===== src/rtl/entropy_src_cntr_bank.sv =====
// Bank of saturating event counters with complement shadows, registered max, sticky alert and sticky error.
// Counts are visible one cycle after the event and max_o one cycle later still; there is no backpressure.
module entropy_src_cntr_bank #(
  parameter int NumCntr  = 4,
  parameter int RegWidth = 16
) (
  input  logic                         clk_i,
  input  logic                         rst_i,
  input  logic                         clear_i,
  input  logic [NumCntr-1:0]           clear_sel_i,
  input  logic [NumCntr-1:0]           event_i,
  input  logic [RegWidth-1:0]          thresh_i,
  output logic [NumCntr*RegWidth-1:0]  value_o,
  output logic [NumCntr-1:0]           sat_o,
  output logic [RegWidth-1:0]          max_o,
  output logic                         alert_o,
  output logic                         err_o
);

  localparam logic [RegWidth-1:0] One = RegWidth'(1);

  logic [RegWidth-1:0] cnt_q    [NumCntr];
  logic [RegWidth-1:0] cnt_d    [NumCntr];
  logic [RegWidth-1:0] shadow_q [NumCntr];
  logic [RegWidth-1:0] max_c;
  logic [RegWidth-1:0] max_q;
  logic                mismatch;
  logic                over_thresh;
  logic                alert_q;
  logic                err_q;

  always_comb begin
    for (int i = 0; i < NumCntr; i++) begin
      cnt_d[i] = cnt_q[i];
      if (clear_i || clear_sel_i[i]) begin
        cnt_d[i] = '0;
      end else if (event_i[i] && (cnt_q[i] != '1)) begin
        cnt_d[i] = cnt_q[i] + One;
      end
    end
  end

  // All compares look at the primaries only; a corrupted shadow never skews max or alert.
  always_comb begin
    max_c       = '0;
    mismatch    = 1'b0;
    over_thresh = 1'b0;
    for (int i = 0; i < NumCntr; i++) begin
      if (cnt_q[i] > max_c) max_c = cnt_q[i];
      if (cnt_q[i] != ~shadow_q[i]) mismatch = 1'b1;
      if ((thresh_i != '0) && (cnt_q[i] >= thresh_i)) over_thresh = 1'b1;
    end
  end

  always_comb begin
    value_o = '0;
    sat_o   = '0;
    for (int i = 0; i < NumCntr; i++) begin
      value_o[i*RegWidth +: RegWidth] = cnt_q[i];
      sat_o[i] = (cnt_q[i] == '1);
    end
  end

  always_ff @(posedge clk_i or posedge rst_i) begin
    if (rst_i) begin
      for (int i = 0; i < NumCntr; i++) begin
        cnt_q[i]    <= '0;
        shadow_q[i] <= '1;
      end
    end else begin
      for (int i = 0; i < NumCntr; i++) begin
        cnt_q[i]    <= cnt_d[i];
        shadow_q[i] <= ~cnt_d[i];
      end
    end
  end

  always_ff @(posedge clk_i or posedge rst_i) begin
    if (rst_i) begin
      max_q   <= '0;
      alert_q <= 1'b0;
      err_q   <= 1'b0;
    end else begin
      max_q <= clear_i ? '0 : max_c;
      if (clear_i) begin
        alert_q <= 1'b0;
      end else if (over_thresh) begin
        alert_q <= 1'b1;
      end
      // Sticky until reset: a global clear must not hide an integrity fault.
      if (mismatch) err_q <= 1'b1;
    end
  end

  assign max_o   = max_q;
  assign alert_o = alert_q;
  assign err_o   = err_q;

endmodule

===== config.mk =====
export PLATFORM = sky130hd
export DESIGN_NAME = entropy_src_cntr_bank
export DESIGN_NICKNAME = d
export VERILOG_FILES = /design/src/rtl/entropy_src_cntr_bank.sv
export SDC_FILE = /design/constraint.sdc
export NUM_CORES = 1
export LEC_CHECK = 0
export ABC_AREA = 1
export BUFFER_PORTS_ARGS = -buffer_cell sky130_fd_sc_hd__buf_2
export CELL_PAD_IN_SITES_DETAIL_PLACEMENT = 0
export CELL_PAD_IN_SITES_GLOBAL_PLACEMENT = 1
export CORE_MARGIN = 3
export CORE_UTILIZATION = 27
export DETAILED_ROUTE_END_ITERATION = 10
export PLACE_DENSITY = 0.63
export SLEW_MARGIN = 20
export SYNTH_ARGS = -nofsm -noshare
export SYNTH_HDL_FRONTEND = slang
export SYNTH_SLANG_ARGS = --single-unit

===== constraint.sdc =====
create_clock -name clk_i -period 9.5 [get_ports clk_i]
set_input_delay 0.475 -clock clk_i [delete_from_list [all_inputs] [get_ports clk_i]]
set_output_delay 0.475 -clock clk_i [all_outputs]
set_load 0.02 [all_outputs]

==> impl_metrics.ini, run 1 <==
[yosys]
ys_warn_count = 0
syn_nets = 1560
synth_cell_types = 50
netlist_area_mm2 = 0.01066
avgSynthCellArea_um2 = 7.529
async_flop_share = 1.000
syn_inst = 1416
ys_seq_area_frac = 0.3502
synth_ff_type = dfrtp_1
synth_enable_flop_cells = 0
ys_ff_latch = 146

[floorplanning]
row_count = 72
die_h_um = 204.7
die_area_mm2 = 0.04191
dieWidth_um = 204.7
io_pins = 113
coreArea_mm2 = 0.03883
initial_core_util = 0.2746

[route]
viasPerCell = 4.898
wl_per_cell_um = 20.55
drt_iter0_markers = 741
antenna_left = 0
dr.pass1.iters = 5
vias = 10080
drc = 0
drt-total-wl_mm = 42.26

[worst_setup_path]
endpoint_kind = flip-flop
cp_max_fo = 32
slowest_delay_ns = 0.70
worstPathRequired_ns = 9.82
cp-start-kind = flip-flop
cp_slowest_cell = nand2_1
cpMostUsedCell = nand2_1
path_class = reg -> reg
cp.arrival_ns = 7.32

[grt]
grt_pass1_vias = 9963
grt_pass1_wl_mm = 62.87
grt-ovfl-total = 0
grt_use_total = 0.2048
antenna_found_initial = 0
grt_max_degree = 77

[place]
place_congestion = 0.9353
dp.final_hpwl_mm = 33.17
portBuffers = 112

[timing]
period_share = 0.7366
setup_viol = 0
fin_skew_ns = 0.02039
relSlewSlack = 0.3438
worstMarginPinSlew_ns = 0.9806
fin_crit_ns = 6.998
timing.fmax_mhz = 142.9
rsz0062_at_grt = no
tns_ns = 0
slew_violations = 0
finalHoldViolations = 0

[power_and_ir_drop]
cellPowerDensity_mw_per_mm2 = 145.1
ir_drop_v = 0.0001232
power_leakage_nw = 6.417

[layout]
n_antenna_cell = 0
drive_gt1_frac = 0.1650
utilization = 0.3189
area_delta_synth_final_pct = 16.15
nNetsFinal = 1671

[clock_tree]
post-cts-setup-buffers = 0
clock_tree.htree_level_count = 4
clock_path_buffers = 2
clock-sinks = 146
clk_pin_slew_ns = 0.06
cts_made_buffers = 17
clock_latency_ns = 0.44
holdBufCountCts = 0
post_cts_resized = 0
tritoncts = built
cts-root-buf = clkbuf_16

[outcome]
outcome = finished clean

[run]
timing.max_cap.violations = 0

[hold_path]
hold_path.class = in -> async
-- cells by family (layout without fill, tap and decap cells) --
group | Yosys count | after routing | share of synthesized area
XOR/XNOR | 41 | 41 | 0.03368
AO/OA/AOI/OAI | 175 | 175 | 0.09518
adder cells (fa/ha/maj) | 117 | 117 | 0.1373
flip-flops | 146 | 146 | 0.3502
buffers and inverters | 277 | 400 | 0.1019
AND/OR/NAND/NOR | 660 | 660 | 0.2818
-- sequential cells by signal, indices dropped and copies added (netlist names) --
register and flops:
shadow_q 64, value_o 64, max_o 16, alert_o 1, err_o 1
-- synthesized netlist by cell type, drive strengths merged (3+ instances only) --
library cell,count,share of area
a21oi,54,0.026
a221oi,13,0.011
and2,16,0.0094
buf,18,0.010
clkbuf,12,0.0045
dfrtp,82,0.19
dfstp,64,0.16
ha,117,0.14
inv,246,0.087
nand2,300,0.11
nand3,115,0.054
nand4,26,0.016
nor2,135,0.048
nor3,38,0.020
nor3b,8,0.0095
nor4,18,0.012
o211ai,11,0.0077
o21a,3,0.0021
o21ai,69,0.032
o21bai,3,0.0021
o22ai,13,0.0076
xnor2,6,0.0049
xor2,35,0.029
-- area by class of cell --
class	instances	area, um2
Clock buffer	20	436.7
Inverter	247	932.1
Sequential cell	146	3734
Multi-Input combinational cell	993	5842
Timing Repair Buffer	122	635.6
Tap cell	518	648.1
Fill cell	4195	26440
Clock inverter	11	155.1
-- worst max-delay path, delay by kind of cell (launching register included) --
kind	cells	cell delay (ns)
fa+ha+maj	3	0.91
simple gates	25	3.93
buf+inv	5	0.95
compound gates	4	0.54
flops	1	0.53
-- per-layer routing --
metal  track usage  vias to the layer above  wire length (um)
met5             0                        -                 0
met4       0.06021                        0               899
met3       0.03083                       49              1997
met2        0.3438                      275             20210
met1        0.2731                     4897             19150
li1              -                     4855                 -
-- power by group --
| part | switching [mW] | internal (mW) | leakage (nW) | total, mW |
|---|---|---|---|---|
| Combinational | 0.295 | 0.134 | 4.35 | 0.429 |
| Clock | 0.277 | 0.413 | 0.273 | 0.691 |
| Sequential | 0.0233 | 0.654 | 1.79 | 0.678 |
| Total | 0.595 | 1.20 | 6.42 | 1.80 |
-- worst paths after layout --
kind / slack, ns / cells after the start / to / startpoint
min in group clk_i: 0.41 / 3 / shadow_q[44] / clear_sel_i[1]
max in group asynchronous: 7.98 / 3 / value_o[45] / rst_i
hold / removal: 0.16 / 2 / value_o[36] / rst_i
setup / recovery: 2.50 / 37 / max_o[4] / value_o[14]
hold reg to reg: 0.53 / 2 / alert_o / alert_o
setup reg to reg: 2.50 / 37 / max_o[4] / value_o[14]
-- metrics by stage --
stage                     power (mW)  hold WS (ns)  cell area [um2]  setup slack, ns  std cells
after detailed placement       1.119        0.5208            11790            2.660       2026
final                          1.797        0.1593            12380            2.502       2057
after global placement         1.115        0.4876            11790            2.724       2026
after CTS                      1.818        0.1866            12380            2.620       2057
after floorplan               0.9780        0.6007            10660            4.440       1416
after global routing           1.902        0.2005            12380            1.769       2057
-- cell usage in the layout, fill, tap and decap left out, types with 13 or more instances in the layout --
| master | count |
|---|---|
| xor2_1 | 35 |
| clkbuf_16 | 17 |
| nor2_1 | 132 |
| buf_2 | 112 |
| and2_1 | 16 |
| dfrtp_1 | 82 |
| nand2_1 | 292 |
| nor4_1 | 15 |
| inv_1 | 239 |
| nor3_1 | 33 |
| a221oi_1 | 13 |
| a21oi_1 | 52 |
| ha_1 | 117 |
| nand4_1 | 25 |
| nand3_1 | 114 |
| o22ai_1 | 13 |
| o21ai_0 | 60 |
| dfstp_2 | 64 |
(Power assumes the default switching activity.)
==> run 2, diff against run 1 <==
Settings changed: PLACE_DENSITY 0.63 to 0.65.
Clock period 9.5 ns to 5.9 ns, I/O delays scaled along.
==> impl_metrics.ini, run 2 (same netlist as run 1, synthesis figures left out) <==
[power_and_ir_drop]
ir_drop_v = 0.0002152
cellPowerDensity_mw_per_mm2 = 230.1
power_leakage_nw = 6.565

[place]
placed_cell_area_mm2 = 0.01202
place_congestion = 0.9256
portBuffers = 112
dp.cells = 2056
dp.final_hpwl_mm = 33.43
pre_cts_ws_ns = 0.5021

[worst_setup_path]
cp_max_fo = 16
timing.rr.end = max_o[2]
cp-start-kind = flip-flop
critPathLaunch = value_o[12]
cp.arrival_ns = 5.56
reg2reg_depth = 40
worstPathRequired_ns = 6.25
slowest_delay_ns = 0.37
ff2ff_setup_slack_ns = 0.68
crit_end = max_o[2]
cpMostUsedCell = nand2_1
cp_slowest_cell = dfrtp_1
path_class = reg -> reg
endpoint_kind = flip-flop
timing.rr.start = value_o[12]

[grt]
grt_use_total = 0.2060
grt_max_degree = 87
grt_pass1_wl_mm = 63.42
grt-ovfl-total = 0
grt_pass1_vias = 9876
antenna_found_initial = 0

[timing]
setup_viol = 0
slew_violations = 0
hold-worst-slack_ns = 0.001072
worstMarginPinSlew_ns = 0.8578
period_share = 0.8840
relSlewSlack = 0.4260
fin_crit_ns = 5.216
finalHoldViolations = 0
rsz0062_at_grt = no
fin_skew_ns = 0.01003
tns_ns = 0
timing.final.ws_setup_ns = 0.6845
timing.fmax_mhz = 191.7

[layout]
final_cells = 2088
final_cell_mix = nand2_1 (291), inv_1 (238), nor2_1 (132)
area_delta_synth_final_pct = 18.23
final_common_cell = nand2_1
design_area_mm2 = 0.01260
nNetsFinal = 1701
drive_gt1_frac = 0.1847
n_antenna_cell = 0
multi_input_area_mm2 = 0.005844
fillers = 4182
register_area_mm2 = 0.003734

[route]
drc = 0
antenna_left = 0
drt-total-wl_mm = 42.83
vias = 10220
viasPerCell = 4.894
wl_per_cell_um = 20.51
drt_iter0_markers = 927
dr.pass1.iters = 6

[clock_tree]
clock_path_buffers = 2
post-cts-setup-buffers = 0
cts-root-buf = clkbuf_16
holdBufCountCts = 0
clock_latency_ns = 0.45
clk_pin_slew_ns = 0.07
clock-sinks = 146
cts_made_buffers = 17
clock_tree.htree_level_count = 4
tritoncts = built
post_cts_resized = 0

[floorplanning]
row_count = 72
io_pins = 113
die_h_um = 204.7
die_area_mm2 = 0.04191
coreArea_mm2 = 0.03883
initial_core_util = 0.2746
dieWidth_um = 204.7

[outcome]
outcome = finished clean

[hold_path]
hold_path.class = in -> async

[run]
timing.max_cap.violations = 0
-- run 2: cell type report --
cell class,count,area share
Clock buffer,18,0.03484
Clock inverter,14,0.01132
Inverter,247,0.07425
Multi-Input combinational cell,993,0.4637
Sequential cell,146,0.2962
Tap cell,518,0.05142
Timing Repair Buffer,152,0.06829
-- run 2: metrics by stage --
step	util	power [mW]
after detailed placement	0.3095	1.821
after global routing	0.3246	3.070
final	0.3246	2.901
after global placement	0.3095	1.814
after CTS	0.3245	2.928
after floorplan	-	1.575
-- run 2: where the power goes --
part / switching (mW) / leakage, nW / total, mW / internal [mW]
Clock: 0.495 / 0.282 / 1.10 / 0.604
Sequential: 0.0325 / 1.79 / 1.09 / 1.05
Combinational: 0.484 / 4.49 / 0.716 / 0.231
-- run 2: metal layers --
layer	track usage	vias to the layer above	part of all wire
li1	-	4919	-
met1	0.2775	4924	0.45
met2	0.3396	316	0.47
met3	0.03003	59	0.053
met4	0.06709	0	0.024
met5	0	-	0
-- run 2: worst min-delay path by stage --
stage | start | endpoint | slack, ns | cells past startpoint
final | rst_i | value_o[38] | 0.001 | 2
after global routing | rst_i | value_o[38] | 0.06 | 2
after CTS | rst_i | value_o[33] | 0.03 | 2
after detailed placement | alert_o | alert_o | 0.51 | 2
after global placement | rst_i | value_o[33] | 0.51 | 2
after floorplan | clear_sel_i[1] | shadow_q[37] | 0.49 | 2
-- run 2: worst max-delay path, delay by kind of cell (launching register included) --
kind	cells	cell delay [ns]
adder cells (fa/ha/maj)	3	0.75
flip-flops	1	0.37
AO/OA/AOI/OAI	6	0.74
AND/OR/NAND/NOR	25	2.44
buffers and inverters	6	0.78
==> run 3, diff against run 2 <==
Settings changed: CORE_UTILIZATION 27 to 40, PLACE_DENSITY 0.65 to 0.87.
==> impl_metrics.ini, run 3 (same netlist as run 1, synthesis figures left out) <==
[worst_setup_path]
path_class = reg -> reg
timing.rr.start = value_o[4]
path_buf_inv = 7
cpMostUsedCell = nand2_1
slowest_delay_ns = 0.38
path_delay_family = simple AND/OR/NAND/NOR gates
cp-start-kind = flip-flop
endpoint_kind = flip-flop
cp_slowest_cell = dfrtp_1
cp.arrival_ns = 5.56
critPathLaunch = value_o[4]
cp_max_fo = 32
worstPathRequired_ns = 6.24

[layout]
final_common_cell = nand2_1
drive_gt1_frac = 0.1815
n_antenna_cell = 0
fillers = 2645
final_cell_mix = nand2_1 (291), inv_1 (238), nor2_1 (132)
area_delta_synth_final_pct = 15.80
nNetsFinal = 1696

[clock_tree]
cts-root-buf = clkbuf_16
clock_latency_ns = 0.44
clock_tree.htree_level_count = 4
clock-sinks = 146
clk_pin_slew_ns = 0.07
tritoncts = built
cts_made_buffers = 17
post-cts-setup-buffers = 0
clock_path_buffers = 2

[hold_path]
min_from = event_i[3]
hold_path.class = in -> reg

[route]
vias = 10300
dr.pass1.iters = 8
wl_per_cell_um = 20.15
viasPerCell = 5.423
antenna_left = 0
drt_iter0_markers = 875
drt-total-wl_mm = 38.28
drc = 0

[run]
timing.max_cap.violations = 0

[timing]
setup_viol = 0
finalHoldViolations = 0
relSlewSlack = 0.3111
fin_skew_ns = 0.01109
tns_ns = 0
period_share = 0.8863
worstMarginPinSlew_ns = 1.030
fin_crit_ns = 5.229
rsz0062_at_grt = no
timing.fmax_mhz = 191.2
slew_violations = 0

[floorplanning]
die_h_um = 169.3
coreArea_mm2 = 0.02613
initial_core_util = 0.4080
die_area_mm2 = 0.02865
io_pins = 113
row_count = 59
dieWidth_um = 169.3

[place]
place_congestion = 0.9460
dp.final_hpwl_mm = 29.21
portBuffers = 112

[power_and_ir_drop]
cellPowerDensity_mw_per_mm2 = 233.0
total_power_mw = 2.876
power_leakage_nw = 6.547
ir_drop_v = 0.0001431

[grt]
grt_pass1_wl_mm = 57.77
antenna_found_initial = 0
grt_pass1_vias = 9878
grt_use_total = 0.2671
grt_max_degree = 77
grt-ovfl-total = 0

[outcome]
outcome = finished clean
[run 3: metrics by stage]
stage               utilization  instances  worst slack, ns  hold WS (ns)  cell area [um2]
finish                   0.4724       1900           0.6706        0.2287            12350
CTS                      0.4722       1900           0.4389        0.2237            12340
detailed placement       0.4493       1867           0.4815        0.4455            11740
floorplan                     -       1416           0.8396        0.4908            10660
global placement         0.4493       1867           0.4501        0.4544            11740
global route             0.4724       1900          0.06926        0.2435            12350
[run 3: tightest hold or removal path, delay by kind of cell]
kind / cells / cell delay (ns)
and+or+nand+nor: 3 / 0.23
buffers and inverters: 1 / 0.10
[run 3: where the power goes]
part	internal, mW	switching [mW]	total [mW]
registers	1.05	0.0342	1.09
clock network	0.600	0.497	1.10
logic	0.227	0.465	0.692
[run 3: path summary, 6_finish.rpt]
path                                    end  slack, ns  depth (start not counted)
worst min-delay path            value_o[49]       0.23                          4
worst max register to register     max_o[3]       0.67                         41
max in group asynchronous       value_o[23]       3.90                          4
min in group asynchronous       value_o[34]       0.52                          3
worst min register to register      alert_o       0.51                          2
worst max-delay path               max_o[3]       0.67                         41
[run 3: layout make-up]
| type | count | area [um2] | area share |
|---|---|---|---|
| clock buffer | 17 | 425.4 | 0.03446 |
| multi-input combinational | 993 | 5844 | 0.4734 |
| clock inverter | 15 | 161.4 | 0.01307 |
| sequential | 146 | 3734 | 0.3024 |
| inverter | 247 | 935.9 | 0.07581 |
| tap | 335 | 419.2 | 0.03395 |
| timing repair buffer | 147 | 825.8 | 0.06689 |
[run 3: timing repair]
action | CTS | global route
endpoints found under the hold margin | 10 | 0
endpoints found under the setup margin | 0 | 16
hold buffers | 1 | 0
gates resized for setup | 0 | 2
[run 3: routing by layer]
layer	global-route usage	routed length, um	up-vias
met2	0.4297	17470	457
li1	-	-	4908
met1	0.3694	16540	4865
met5	0	0	-
met3	0.04193	3075	73
met4	0.08962	1205	0
